File: config.mk
export PLATFORM = sky130hd
export DESIGN_NAME = bcd_scan_driver_flat
export DESIGN_NICKNAME = d
export VERILOG_FILES = /design/src/rtl/bcd_scan_driver_if.sv /design/src/rtl/bcd_scan_driver.sv /design/src/flat_wrapper.sv
export SDC_FILE = /design/constraint.sdc
export NUM_CORES = 1
export LEC_CHECK = 0
export CORE_AREA = 2 2 92 94
export CTS_CLUSTER_DIAMETER = 50
export DETAILED_ROUTE_END_ITERATION = 8
export DIE_AREA = 0 0 94 96
export DONT_BUFFER_PORTS = 1
export PLACE_DENSITY = 0.79
export SYNTH_ARGS = -nofsm -noshare
export SYNTH_HDL_FRONTEND = slang
export SYNTH_SLANG_ARGS = --single-unit
File: constraint.sdc
create_clock -name clk -period 5.1 [get_ports clk]
set_clock_uncertainty 0.15 [all_clocks]
set_input_delay 0.255 -clock clk [delete_from_list [all_inputs] [get_ports clk]]
set_output_delay 0.255 -clock clk [all_outputs]
set_load 0.1 [all_outputs]
File: src/rtl/bcd_scan_driver_if.sv
// Load/display bundle between the ALU result source, the BCD scan driver and the 7-seg decoder.
// The master side drives load/value/blank_lz; the slave side returns busy/done and the scan outputs.
interface bcd_scan_driver_if;
    logic        load;
    logic [15:0] value;
    logic        blank_lz;
    logic        busy;
    logic        done;
    logic [3:0]  nibble;
    logic [4:0]  an;

    modport master (output load, value, blank_lz, input busy, done, nibble, an);
    modport slave  (input load, value, blank_lz, output busy, done, nibble, an);
endinterface

File: src/rtl/bcd_scan_driver.sv
// Binary->5-digit BCD (double-dabble, 17-cycle busy, done pulse after) feeding a multiplexed 7-seg decoder.
// Latency: load to done = 18 cycles; backpressure: load is dropped (not queued) while busy.
module bcd_scan_driver #(
    parameter int CLK_DIV = 50000
) (
    input  logic           clk,
    input  logic           rst,
    bcd_scan_driver_if.slave bus
);
    localparam int PW = (CLK_DIV > 1) ? $clog2(CLK_DIV) : 1;
    localparam logic [PW-1:0] PRE_MAX = PW'(CLK_DIV - 1);

    typedef enum logic [1:0] {IDLE, CONV, DONE} state_t;

    state_t       state;
    logic [35:0]  sr;
    logic [35:0]  sr_adj;
    logic [3:0]   cnt;
    logic [19:0]  bcd_q;
    logic         busy_q;
    logic         done_q;

    logic [PW-1:0] presc;
    logic [2:0]    idx;
    logic          tick;
    logic [19:0]   upper;
    logic          blank;

    // Add-3 correction on every BCD field before the shift keeps each field <= 9 afterwards.
    always_comb begin
        sr_adj = sr;
        for (int i = 0; i < 5; i++) begin
            if (sr[16 + 4*i +: 4] >= 4'd5)
                sr_adj[16 + 4*i +: 4] = sr[16 + 4*i +: 4] + 4'd3;
        end
    end

    always_ff @(posedge clk or posedge rst) begin
        if (rst) begin
            state  <= IDLE;
            sr     <= '0;
            cnt    <= '0;
            bcd_q  <= '0;
            busy_q <= 1'b0;
            done_q <= 1'b0;
        end else begin
            done_q <= 1'b0;
            case (state)
                IDLE: begin
                    if (bus.load) begin
                        sr     <= {20'b0, bus.value};
                        cnt    <= '0;
                        state  <= CONV;
                        busy_q <= 1'b1;
                    end
                end
                CONV: begin
                    sr  <= {sr_adj[34:0], 1'b0};
                    cnt <= cnt + 4'd1;
                    if (cnt == 4'd15)
                        state <= DONE;
                end
                DONE: begin
                    // Whole-word update so the display never shows a partially converted value.
                    bcd_q  <= sr[35:16];
                    state  <= IDLE;
                    busy_q <= 1'b0;
                    done_q <= 1'b1;
                end
                default: begin
                    state  <= IDLE;
                    busy_q <= 1'b0;
                end
            endcase
        end
    end

    assign tick = (presc == PRE_MAX);

    always_ff @(posedge clk or posedge rst) begin
        if (rst) begin
            presc <= '0;
            idx   <= '0;
        end else begin
            presc <= tick ? '0 : presc + 1'b1;
            if (tick)
                idx <= (idx == 3'd4) ? 3'd0 : idx + 3'd1;
        end
    end

    // upper holds digits idx..4 aligned to bit 0: its low nibble is the active digit.
    assign upper = bcd_q >> {idx, 2'b00};
    assign blank = bus.blank_lz && (idx != 3'd0) && (upper == 20'd0);

    assign bus.busy   = busy_q;
    assign bus.done   = done_q;
    assign bus.an     = ~(5'b00001 << idx);
    assign bus.nibble = blank ? 4'hF : upper[3:0];
endmodule
File: src/flat_wrapper.sv
// flat-port wrapper written by rule: the top's interface ports become plain ports
module bcd_scan_driver_flat 
#(
    parameter int CLK_DIV = 50000
)
  (clk, rst, bus_load, bus_value, bus_blank_lz, bus_busy, bus_done, bus_nibble, bus_an);
  bcd_scan_driver_if bus_i ();
  input  logic clk;
  input  logic rst;
  input wire logic [$bits(bus_i.load)-1:0] bus_load;
  input wire logic [$bits(bus_i.value)-1:0] bus_value;
  input wire logic [$bits(bus_i.blank_lz)-1:0] bus_blank_lz;
  output wire logic [$bits(bus_i.busy)-1:0] bus_busy;
  output wire logic [$bits(bus_i.done)-1:0] bus_done;
  output wire logic [$bits(bus_i.nibble)-1:0] bus_nibble;
  output wire logic [$bits(bus_i.an)-1:0] bus_an;
  assign bus_i.load = bus_load;
  assign bus_i.value = bus_value;
  assign bus_i.blank_lz = bus_blank_lz;
  assign bus_busy = bus_i.busy;
  assign bus_done = bus_i.done;
  assign bus_nibble = bus_i.nibble;
  assign bus_an = bus_i.an;
  bcd_scan_driver #(.CLK_DIV(CLK_DIV)) u_core (.clk(clk), .rst(rst), .bus(bus_i));
endmodule
[Yosys cells after proc, flatten, opt, wreduce, memory -nomap -nowiden]
Index checks and enable logic that the tools add are counted.
Word-level totals
  output and inout bits: 11
  bits of input ports: 20
  word-level logic and storage cells: 59
  flip-flop bits (word level): 83
Operators by class
  $add $sub $neg: 8
  equality and inequality tests: 7
  shift-type cells: 2
  reduce and logical (&&, ||, !) cells: 9
  bitwise gates (word level): 2
  magnitude comparators: 5
  multiplexer cells: 18
Operators by type and width (count)
  one-hot mux 36 bit (2 select lines): 1
  two-way mux 36 bit: 1
  two-way mux 4 bit: 6
  >= comparator 4 x 3 -> 1 bit, second input constant: 5
  logical NOT 20 bit: 1
  right shift 20 x 5 -> 20 bit: 1
  adder 16 x 1 -> 16 bit, second input constant: 1
  adder 4 x 2 -> 4 bit, second input constant: 4
  == test 16 bit, second input constant: 1
  two-way mux 16 bit: 1
  one-hot mux 4 bit (2 select lines): 1
  two-way mux 3 bit: 2
  AND reduction 2 bit: 3
  inverter 5 bit: 1
  left shift 1 x 3 -> 5 bit, first input constant: 1
  adder 4 x 1 -> 4 bit, second input constant: 1
  == test 4 bit, second input constant: 1
  two-way mux 2 bit: 2
  one-hot mux 2 bit (2 select lines): 1
  adder 3 x 1 -> 3 bit, second input constant: 1
  adder 3 x 2 -> 3 bit, second input constant: 1
  == test 3 bit, second input constant: 1
  nonzero test 3 bit: 1
  == test 2 x 1 -> 1 bit, second input constant: 1
  other kinds (9): 11

[Longest topological paths before layout]
  word-level depth: 4
  depth in mapped cells: 7
  depth with buffers taken out: 7

[Worst setup path before layout]
OpenSTA, ideal clock, no wires.
  path type: register -> output
  start: reg u_core.idx[1]
  end: out bus_nibble[1]
  cell stages (with the launch flop): 8
  data arrival time: 4.159 ns
  setup slack: 0.536 ns
  data required time: 4.695 ns
  buffers on the path: 1
  cells stage by stage: dfrtp_1 clkbuf_1 inv_1 ha_1 nand2_1 nand2_1 nand4b_1 o21ai_0
Between the ends
  longest elaborated chain between the ends: 4
  elaborated cells on any way between the ends: 6
  classes of those cells: shift: 1; mux: 1; reduce/logical: 4
RTL lines
  start, declared: line bcd_scan_driver.sv:24  | logic [2:0] idx;
  start signal, assigned: line bcd_scan_driver.sv:87  | idx <= (idx == 3'd4) ? 3'd0 : idx + 3'd1;
  right shift 20 x 5 -> 20 bit or nonzero test 3 bit (tied branches): line bcd_scan_driver.sv:92, bcd_scan_driver.sv:93
  logical NOT 20 bit or logical AND 1 bit (tied branches): line bcd_scan_driver.sv:93  | assign blank = bus.blank_lz && (idx != 3'd0) && (upper == 20'd0);
  logical AND 1 bit: line bcd_scan_driver.sv:93
  two-way mux 4 bit *: line bcd_scan_driver.sv:98  | assign bus.nibble = blank ? 4'hF : upper[3:0];
  end, declared: line flat_wrapper.sv:15  | output wire logic [$bits(bus_i.nibble)-1:0] bus_nibble;
Every way passes the cells marked *; elsewhere a longest branch is shown, timed or not.

[Worst setup path in the final report]
  start: reg u_core.idx[0]
  end: out bus_nibble[0]
The elaborated chain is that of the path after synthesis.

==> results.toml <==
[timing]
fmax_mhz = 264.5
fin_crit_sh = 0.7413
finalHoldViolCount = 0
setup-violations-final = 0
final.setup.tns_ns = 0
worst_pin_slew_ns = 1.129
setup_slack_ns = 1.320
layout_min_cycle_time_ns = 3.780
rsz0062_at_grt = "false"
slew_viol_final = 0
relSlewSlack = 0.2444

[route]
vias_per_cell = 5.802
drtIter0Drc = 149
wirelength_mm = 8.651
detail_route.wl_per_cell_um = 15.84
drtPass1Iterations = 5
final_antenna_net_count = 0
drcViolationCount = 0
via_count = 3168

[hold_path]
hold-path-cell-count = 3
hold_path_class = "input port to flip-flop"
holdPathEnd = "u_core.sr[1]"
min_from = "bus_load"

[clock_network]
cts_inserted_buffers = 9
clk_latency_ns = 0.36
path_clk_slew_ns = 0.08
cts.sinks = 83
htreeDepth = 3
cts_tree = "done"
clockRootBuffer = "clkbuf_8"
clockBufferDepth = 2

[worst_setup_path]
r2r-start = "u_core.idx[0]"
crit_slowest_cell = "dfrtp_1"
path_cells = "inv_1, ha_1, nand2_1, nand2_1, nand4b_1, o211ai_1, clkbuf_16"
arrival_ns = 3.38
crit_path_max_incr_delay_ns = 0.75
crit_buf_inv = 2
worstSetupStartpointType = "flip-flop"
cp.required_ns = 4.70
endpoint_kind = "output port"
critPathKind = "flip-flop to output port"
reg2reg_slack_ns = 2.58
crit_top_cell = "nand2_1"
r2r-end = "u_core.idx[2]"
r2r_cells = 5
cp_top_family = "simple AND/OR/NAND/NOR gates"
cp_max_fo = 18

[synthesis]
syn_inst = 422
avgSynthCellArea_um2 = 10.10
mappedNetlistArea_mm2 = 0.004263
synth_seq_cells = 83
ys_seq_area_frac = 0.4872
synthFlopType = "dfrtp_1"
yosysWarnings = 0
synth_nets = 459
synth_area_leader_cell = "dfrtp_1"
async_reset_ff_frac = 1.000
synth_area_leaders = "dfrtp_1, mux2_2, ha_1"
synth_edf_count = 0
yosysUniqueCellTypes = 41
synth_top_area_frac = 0.4872
synth.top_cells.by_count = "dfrtp_1, o21ai_0, a21oi_1, nor2_1, nand2_1"
synth.most_common_cell = "dfrtp_1"

[final_layout]
multi_input_area_mm2 = 0.002027
drive_gt1_frac = 0.1179
final_nets = 473
finalNonFillerCells = 546
synthToLayoutAreaGrowth_pct = 11.39
diodes = 0
ff_latch_area_mm2 = 0.002077
design_area_mm2 = 0.004748
nFillCells = 658

[placement]
globalplace.congestion = 0.8756
port_buffers = 0
dp_cells = 512
dp_hpwl_mm = 5.635
placed_cell_area_mm2 = 0.004392
dpl_worst_slack_ns = 1.676

[die]
start_util = 0.5294
ios = 31
die_area_mm2 = 0.009024
die_w_um = 94
coreArea_mm2 = 0.008051
die_y_um = 96
rows = 33

[power_and_ir_drop]
ir_worst_vdd_mv = 0.2604
power.density_mw_per_mm2 = 514.5
power_mw = 2.443
p_leak_nw = 2.050

[grt]
grt_antenna_before_repair = 0
grt_max_degree = 84
overflow = 0
grt_pass1_wl_mm = 14.46
track_usage = 0.2037
grt_pass1_vias = 3070

[run_status]
outcome = "finished, final reports clean"

[flow_run]
drv_cap = 0
[worst reg2reg max path, stage by stage (launching register included)]
cell and delay, ns:
dfrtp_1 0.75, inv_1 0.27, ha_1 0.29, nand2_1 0.72, nand3b_1 0.16, o21ai_0 0.11
[power breakdown]
| part | switching, mW | internal (mW) |
|---|---|---|
| Sequential | 0.236 | 0.849 |
| Clock | 0.249 | 0.183 |
| Combinational | 0.522 | 0.405 |
[registers in the layout (all words and copies together) (netlist names)]
name,cells
u_core.sr,36
u_core.cnt,4
u_core.bcd_q,20
u_core.bus.busy,1
u_core.idx,3
u_core.bus.done,1
u_core.state,2
u_core.presc,16
[stage by stage]
step | hold slack [ns] | util
after floorplan | 0.2823 | -
after global placement | 0.2720 | 0.5455
after detailed placement | 0.2844 | 0.5455
after CTS | 0.008648 | 0.5897
after global routing | 0.01903 | 0.5897
final | 0.02423 | 0.5897
[worst max path at each step]
| stage | from | to | cells past startpoint |
|---|---|---|---|
| finish | u_core.idx[0] | bus_nibble[0] | 7 |
| global route | u_core.idx[0] | bus_nibble[0] | 7 |
| CTS | u_core.idx[0] | bus_nibble[0] | 7 |
| detailed placement | u_core.idx[0] | bus_nibble[0] | 7 |
| global placement | u_core.idx[0] | bus_nibble[0] | 7 |
| floorplan | u_core.idx[1] | bus_nibble[1] | 7 |
[cell type report]
| class | count | share of cell area |
|---|---|---|
| clock buffer | 10 | 0.02688 |
| clock inverter | 6 | 0.01028 |
| inverter | 20 | 0.01607 |
| multi-input combinational | 298 | 0.4269 |
| sequential | 83 | 0.4374 |
| tap | 105 | 0.02767 |
| timing repair buffer | 24 | 0.05481 |
[placed cells by master (no fill, tap or decap), drive strengths merged, types with 12 or more instances in the layout]
cell type,instances
dfrtp,83
o21ai,37
a21oi,34
nor2,30
nand2,23
mux2,22
inv,22
nor2b,19
dlygate4sd3,18
ha,17
a22oi,16
xnor2,14
nand3,14
clkbuf,12
[timing repair]
item | 4_1_cts | 5_1_grt
resized for setup | 0 | 0
endpoints found under the hold margin | 65 | 0
buffers inserted | 0 | 0
hold buffers | 18 | 0
setup endpoints to repair | 0 | 0
[kinds of logic (layout without fill, tap and decap cells)]
family                   Yosys count  after routing  share of synthesized area
AND/OR/NAND/NOR                  117            117                     0.1385
AO/OA/AOI/OAI                    117            117                     0.1679
buffers and inverters             41             60                    0.03962
XOR/XNOR                          20             20                    0.04109
adder cells (fa/ha/maj)           17             17                    0.04990
multiplexers                      27             27                    0.07573
flip-flops                        83             83                     0.4872
[per-layer routing]
metal	wire length, um	GRT usage	vias up	part of all wire
met5	0	0	-	0
met4	167	0.08937	0	0.019
met3	291	0.03132	19	0.034
met2	4137	0.3262	79	0.48
met1	4054	0.2775	1548	0.47
li1	-	-	1522	-
No activity file was read; power rests on OpenSTA's default activity.
